## src/rtl/dc_err_reporter.sv

```systemverilog
// Data-concentrator error reporter: after in_live rises it waits, scans each channel once and issues one verdict strobe.
// Optional macro DC_ERR_RETRY_EN adds a single delayed rescan when the first scan reaches the error threshold.
module dc_err_reporter #(
    parameter int NCH        = 16,
    parameter int SETTLE_CYC = 32,
    parameter int ERR_THRESH = 1,
    parameter int RETRY_CYC  = 64
) (
    input  logic           clk,
    input  logic           rst,
    input  logic           in_live,
    input  logic [NCH-1:0] ch_err,
    input  logic [NCH-1:0] ch_valid,
    output logic           got_dc_err,
    output logic           is_dc_err,
    output logic [7:0]     err_count,
    output logic           busy
);

    localparam int IW = (NCH > 1) ? $clog2(NCH) : 1;
    localparam logic [IW-1:0] IDX_LAST   = IW'(NCH - 1);
    localparam logic [15:0]   SETTLE_END = 16'(SETTLE_CYC - 1);
    localparam logic [7:0]    THR        = 8'(ERR_THRESH);

    localparam logic [2:0] S_IDLE   = 3'd0;
    localparam logic [2:0] S_SETTLE = 3'd1;
    localparam logic [2:0] S_SCAN   = 3'd2;
    localparam logic [2:0] S_RETRY  = 3'd3;
    localparam logic [2:0] S_REPORT = 3'd4;
    localparam logic [2:0] S_DONE   = 3'd5;

    generate
        if (NCH < 1 || NCH > 255) begin : g_bad_nch
            $error("dc_err_reporter: NCH out of range");
        end
        if (SETTLE_CYC < 1 || SETTLE_CYC > 65535) begin : g_bad_settle
            $error("dc_err_reporter: SETTLE_CYC out of range");
        end
        if (ERR_THRESH < 1 || ERR_THRESH > NCH) begin : g_bad_thresh
            $error("dc_err_reporter: ERR_THRESH out of range");
        end
        if (RETRY_CYC < 1 || RETRY_CYC > 65535) begin : g_bad_retry
            $error("dc_err_reporter: RETRY_CYC out of range");
        end
    endgenerate

    logic [2:0]    r_state;
    logic [15:0]   r_cnt;
    logic [IW-1:0] r_idx;
    logic [7:0]    r_acc;
    logic          r_live_d;
    logic          r_is_err;
    logic [7:0]    r_err_count;

    logic          w_rise;
    logic          w_bad;
    logic          w_last;
    logic [7:0]    w_acc_nxt;

`ifdef DC_ERR_RETRY_EN
    localparam logic [15:0] RETRY_END = 16'(RETRY_CYC - 1);
    logic r_retried;
`endif

    assign w_rise    = in_live & ~r_live_d;
    assign w_bad     = ch_err[r_idx] | ~ch_valid[r_idx];
    assign w_last    = (r_idx == IDX_LAST);
    // Saturating accumulate; the saturation only matters if NCH is widened past 255.
    assign w_acc_nxt = (w_bad && r_acc != 8'hFF) ? r_acc + 8'd1 : r_acc;

    always_ff @(posedge clk) begin
        if (rst) begin
            r_state     <= S_IDLE;
            r_cnt       <= '0;
            r_idx       <= '0;
            r_acc       <= '0;
            r_live_d    <= 1'b1;
            r_is_err    <= 1'b1;
            r_err_count <= '0;
`ifdef DC_ERR_RETRY_EN
            r_retried   <= 1'b0;
`endif
        end else begin
            r_live_d <= in_live;
            case (r_state)
                S_IDLE: begin
                    r_is_err <= 1'b1;
`ifdef DC_ERR_RETRY_EN
                    r_retried <= 1'b0;
`endif
                    if (w_rise) begin
                        r_state <= S_SETTLE;
                        r_cnt   <= '0;
                    end
                end
                S_SETTLE: begin
                    if (!in_live) begin
                        r_state  <= S_IDLE;
                        r_is_err <= 1'b1;
                    end else if (r_cnt == SETTLE_END) begin
                        r_state <= S_SCAN;
                        r_idx   <= '0;
                        r_acc   <= '0;
                    end else begin
                        r_cnt <= r_cnt + 16'd1;
                    end
                end
                S_SCAN: begin
                    if (!in_live) begin
                        r_state  <= S_IDLE;
                        r_is_err <= 1'b1;
                    end else begin
                        r_acc <= w_acc_nxt;
                        if (!w_last) begin
                            r_idx <= r_idx + 1'b1;
`ifdef DC_ERR_RETRY_EN
                        end else if (w_acc_nxt >= THR && !r_retried) begin
                            r_state   <= S_RETRY;
                            r_cnt     <= '0;
                            r_retried <= 1'b1;
`endif
                        end else begin
                            // Verdict registered here so it is valid during the strobe cycle.
                            r_state     <= S_REPORT;
                            r_is_err    <= (w_acc_nxt >= THR);
                            r_err_count <= w_acc_nxt;
                        end
                    end
                end
`ifdef DC_ERR_RETRY_EN
                S_RETRY: begin
                    if (!in_live) begin
                        r_state  <= S_IDLE;
                        r_is_err <= 1'b1;
                    end else if (r_cnt == RETRY_END) begin
                        r_state <= S_SCAN;
                        r_idx   <= '0;
                        r_acc   <= '0;
                    end else begin
                        r_cnt <= r_cnt + 16'd1;
                    end
                end
`endif
                S_REPORT: r_state <= S_DONE;
                S_DONE: begin
                    if (!in_live) begin
                        r_state  <= S_IDLE;
                        r_is_err <= 1'b1;
                    end
                end
                default: r_state <= S_IDLE;
            endcase
        end
    end

    assign got_dc_err = (r_state == S_REPORT);
    assign is_dc_err  = r_is_err;
    assign err_count  = r_err_count;
    assign busy       = (r_state == S_SETTLE) || (r_state == S_SCAN) || (r_state == S_RETRY);

endmodule

```

## config.mk

```make
export PLATFORM = sky130hd
export DESIGN_NAME = dc_err_reporter
export DESIGN_NICKNAME = d
export VERILOG_FILES = /design/src/rtl/dc_err_reporter.sv
export SDC_FILE = /design/constraint.sdc
export NUM_CORES = 1
export LEC_CHECK = 0
export ABC_CLOCK_PERIOD_IN_PS = 1950
export CORE_ASPECT_RATIO = 1.1
export CORE_MARGIN = 2
export CORE_UTILIZATION = 48
export CTS_CLUSTER_SIZE = 25
export DETAILED_ROUTE_END_ITERATION = 8
export PLACE_DENSITY = 0.77
export SLEW_MARGIN = 0
export SYNTH_ARGS = -nofsm -noshare
export SYNTH_HDL_FRONTEND = slang
export SYNTH_SLANG_ARGS = --single-unit
```

## constraint.sdc

```tcl
create_clock -name clk -period 1.95 [get_ports clk]
set_input_delay 0.39 -clock clk [delete_from_list [all_inputs] [get_ports clk]]
set_output_delay 0.39 -clock clk [all_outputs]
set_load 0.005 [all_outputs]
```

==> results.txt <==
The final layout contains 433 nets. The clock transition at the registers of the reported paths was 0.08 ns; the arrival time at the worst endpoint was 2.19 ns. Across the VDD grid, the largest voltage drop is 0.0003410 V. The maximum number of pins on one net before global-route repair was 27; the CTS sink count was 41.

Counting flops and latches in the post-synthesis netlist gives 41. In the finished design, the share of the clock period the worst path needs comes to 102.5%. The number of standard cells in the final layout excluding fillers is 454. At the pin with the least slew margin, the transition time is 0.3925 ns. Summed over all layers, the global routing overflow is 0. The number of maximum-capacitance violations was 0; the global-route wire length before repair was 11240 um. After synthesis, the netlist uses 63 different library cells.

The mean routed wirelength per cell came out at 15.46 um. After synthesis, flip-flops and latches occupy 32.24% of the total area. The minimum clock period after layout is 1.998 ns. The setup check on the worst reg-to-reg path leaves a slack of -0.05 ns. Once detailed placement completed, the half-perimeter wirelength came to 4583 um. STA classifies the critical path endpoint as a register.

The area growth from synthesis to layout is 47.32%. In this design, the stage delay of the slowest critical-path cell is 0.38 ns. The routed layout has 2674 vias. The run gives 46 as the I/O pin count. After detailed routing, the number of remaining DRC violations is 0. The die covers 0.005904 mm2. Depth of the CTS H-tree: 2. The later pin in the worst-skew pair is clocked with a latency of 0.30 ns. The horizontal die dimension works out to 73.45 um.

DRC violation total after the first TritonRoute iteration: 142. The logs give 0 for the initial antenna violation count and 2557 for the via count of the first global-routing pass. TritonCTS built the clock tree. The standard cell core area was 0.005067 mm2; the setup-violating endpoint count in the final report was 11.

The floorplan has 27 rows. The die outline height was 80.39 um; the total count of hold-check failures in the final report was 0. The congestion estimate from routability-driven global placement came to 0.8815. The critical path is of the reg2reg type.

The detail route stage leaves a number of antenna-violating nets equal to 0. Data on the critical path is required at its endpoint by 2.14 ns. The filler cells instantiated in the layout total 348. The total wirelength of the detailed-routed design was 7018 um; the number of inserted diodes was 0.

Counting instances, the worst hold path has a depth of 2. The flow ran to the end, but the final reports show violations. Power spread over the standard cell area amounts to 495.1 mW/mm2. The endpoint of the worst hold path is err_count[6]. The first detailed-routing pass ran for 5 iterations.

The register cell area after layout is 839.6 um2, and the cell leakage power is 1.446 nW. The worst slack on hold paths was 0.4640 ns. The clock skew was 0.007367 ns.

The root buffer cell is sky130_fd_sc_hd__clkbuf_8. Derived from the worst setup path, the maximum achievable clock frequency is 500.5 MHz. Master of the slowest instance on the critical path: sky130_fd_sc_hd__dfxtp_4. The global-route usage over all layers was 23.84%.

Setup repair after global routing could not meet its margin everywhere. The tools report the nature of the critical path startpoint as a register. For this run, the number of Yosys warnings is 0. In the final layout, the share of cells above drive strength 1 is 34.09%. The number of synthesized flops with an enable pin was 0.

In the synthesized netlist the dominant register cell turns out to be sky130_fd_sc_hd__dfxtp_1. The number of nets handed over by synthesis was 341. The netlist area before placement was 0.002546 mm2.

In the final layout, the multi-input gates occupy 0.001752 mm2. Worst hold-check path type: reg2reg. The share of flip-flops with an asynchronous set or reset after synthesis is 0%, and the buffer depth of the longest clock path is 2.

For this run, the share of the core covered by cells in the final layout is 74.02%. The minimum setup slack in the final design is -0.04802 ns. In this run the most critical hold path is launched from err_count[6]. After detailed routing, the number of vias per cell comes to 5.890. The largest fanout on the critical path is 7. Capturing point of the worst reg2reg path: is_dc_err.

After layout, the design draws a total of 1.857 mW. The number of slew-limit violations in the final report came out at 0. Headroom to the max-slew limit came out at 73.73%. The startpoint identified for the worst register-to-register timing path is r_idx[0].

In the final timing run, aggregate negative setup slack is -0.3546 ns. The tools report the gate count of the mapped netlist as 303. TritonCTS created 5 clock buffers. The post-placement cell count was 440; the count of input and output buffers was 45. For this configuration, the core starts out at a cell density of 50.25%. Averaged over all synthesized cells, the footprint is 8.403 um2. Counting cells, the worst reg-to-reg path comes to 7.

The signal on the critical path passes through or3b_4 > nand4_1 > a41o_2 > nand4_4 > a211o_1 > a22oi_2 > a31oi_1. The checks that failed: negative setup slack.
[per-layer routing]
metal	share of wire [%]	up-vias	wire length, um	global-route usage (%)
li1	-	1274	-	-
met1	39	1271	2731	28.51
met2	53	99	3705	42.50
met3	4.8	30	336	3.262
met4	3.5	0	244	8.909
met5	0	-	0	0
[stage by stage]
step                instance area (um2)  setup slack (ns)
floorplan                          2555          -0.04497
global placement                   3318           -0.5618
detailed placement                 3318           -0.5968
CTS                                3595          -0.05056
global route                       3751           -0.1292
finish                             3751          -0.04802
[synthesized netlist by cell type, types with 7 or more instances]
library cell	n	area, um2
sky130_fd_sc_hd__buf_6	9	101.4
sky130_fd_sc_hd__xor2_1	15	131.4
sky130_fd_sc_hd__and3_1	7	43.79
sky130_fd_sc_hd__dfxtp_1	41	820.8
sky130_fd_sc_hd__nand3_1	20	100.1
sky130_fd_sc_hd__nor2_1	44	165.2
sky130_fd_sc_hd__nand4_1	7	43.79
sky130_fd_sc_hd__xnor2_1	8	70.07
sky130_fd_sc_hd__a21oi_1	16	80.08
sky130_fd_sc_hd__nor3_1	10	50.05
sky130_fd_sc_hd__a31oi_1	7	43.79
sky130_fd_sc_hd__inv_1	7	26.28
sky130_fd_sc_hd__nand2_1	15	56.30
[cells in the final DEF, fill, tap and decap left out, types with 3 or more instances in the layout]
cell,synthesis,routed
sky130_fd_sc_hd__clkbuf_8,1,5
sky130_fd_sc_hd__clkdlybuf4s50_1,0,29
sky130_fd_sc_hd__nor2b_1,5,5
sky130_fd_sc_hd__nor2_2,2,9
sky130_fd_sc_hd__nand2_1,15,14
sky130_fd_sc_hd__nor2_1,44,36
sky130_fd_sc_hd__a211oi_1,6,5
sky130_fd_sc_hd__nand4_1,7,7
sky130_fd_sc_hd__a31oi_1,7,6
sky130_fd_sc_hd__nand3b_1,5,5
sky130_fd_sc_hd__or3_1,4,3
sky130_fd_sc_hd__inv_1,7,7
sky130_fd_sc_hd__o21ai_1,5,7
sky130_fd_sc_hd__dlygate4sd2_1,0,14
sky130_fd_sc_hd__buf_4,1,52
sky130_fd_sc_hd__a211o_1,3,3
sky130_fd_sc_hd__dfxtp_1,41,32
sky130_fd_sc_hd__xnor2_1,8,8
sky130_fd_sc_hd__nand3_1,20,18
sky130_fd_sc_hd__buf_6,9,7
sky130_fd_sc_hd__dfxtp_4,0,3
sky130_fd_sc_hd__nor3b_1,3,3
sky130_fd_sc_hd__a21oi_2,2,5
sky130_fd_sc_hd__nor3_1,10,6
sky130_fd_sc_hd__a21oi_1,16,12
sky130_fd_sc_hd__dfxtp_2,0,6
sky130_fd_sc_hd__xor2_1,15,14
sky130_fd_sc_hd__and3_1,7,7
[how the worst max path moves through the flow]
stage,from,endpoint,cells after the start
after detailed placement,ch_valid[4],is_dc_err,8
after global routing,r_idx[0],r_acc[1],8
after global placement,ch_err[13],r_acc[3],8
final,r_idx[0],is_dc_err,7
after CTS,r_idx[0],is_dc_err,7
after floorplan,r_cnt[0],r_cnt[13],8
[what timing repair did]
item / in CTS / in global routing
pin swaps: 25 / 20
hold buffers: 0 / 0
buffers inserted: 4 / 1
setup endpoints to repair: 34 / 35
cloned: 1 / 0
gates resized for setup: 40 / 40
[cell families (layout without fill, tap and decap cells)]
logic type,Yosys count,count (layout),synth area share [%]
flip-flops,41,41,32.24
multiplexers,2,2,0.7863
AND/OR/NAND/NOR,143,144,30.81
AO/OA/AOI/OAI,63,63,18.48
buffers and inverters,28,120,8.305
adder cells (fa/ha/maj),3,3,1.474
XOR/XNOR,23,23,7.912
[critical path, delay by kind of cell, from the launching register on]
| kind | cells | cell delay, ns |
|---|---|---|
| compound gates | 4 | 0.84 |
| simple gates | 3 | 0.68 |
| flops | 1 | 0.38 |
[state kept, by name, indices dropped and copies added (netlist names)]
signal / cells
r_cnt: 16
err_count: 8
r_acc: 8
r_idx: 4
r_state: 3
is_dc_err: 1
r_live_d: 1
[power breakdown]
group | switching (mW) | total [mW] | internal (mW)
Clock | 0.317 | 0.826 | 0.509
Combinational | 0.0801 | 0.191 | 0.111
Sequential | 0.00305 | 0.840 | 0.837
[area by class of cell]
type	count	share of cell area, %
inverter	7	0.7005
timing repair buffer	105	24.72
clock buffer	5	1.835
sequential	41	22.38
tap	58	1.935
clock inverter	3	1.734
multi-input combinational	235	46.70
No activity file was read; power rests on OpenSTA's default activity.
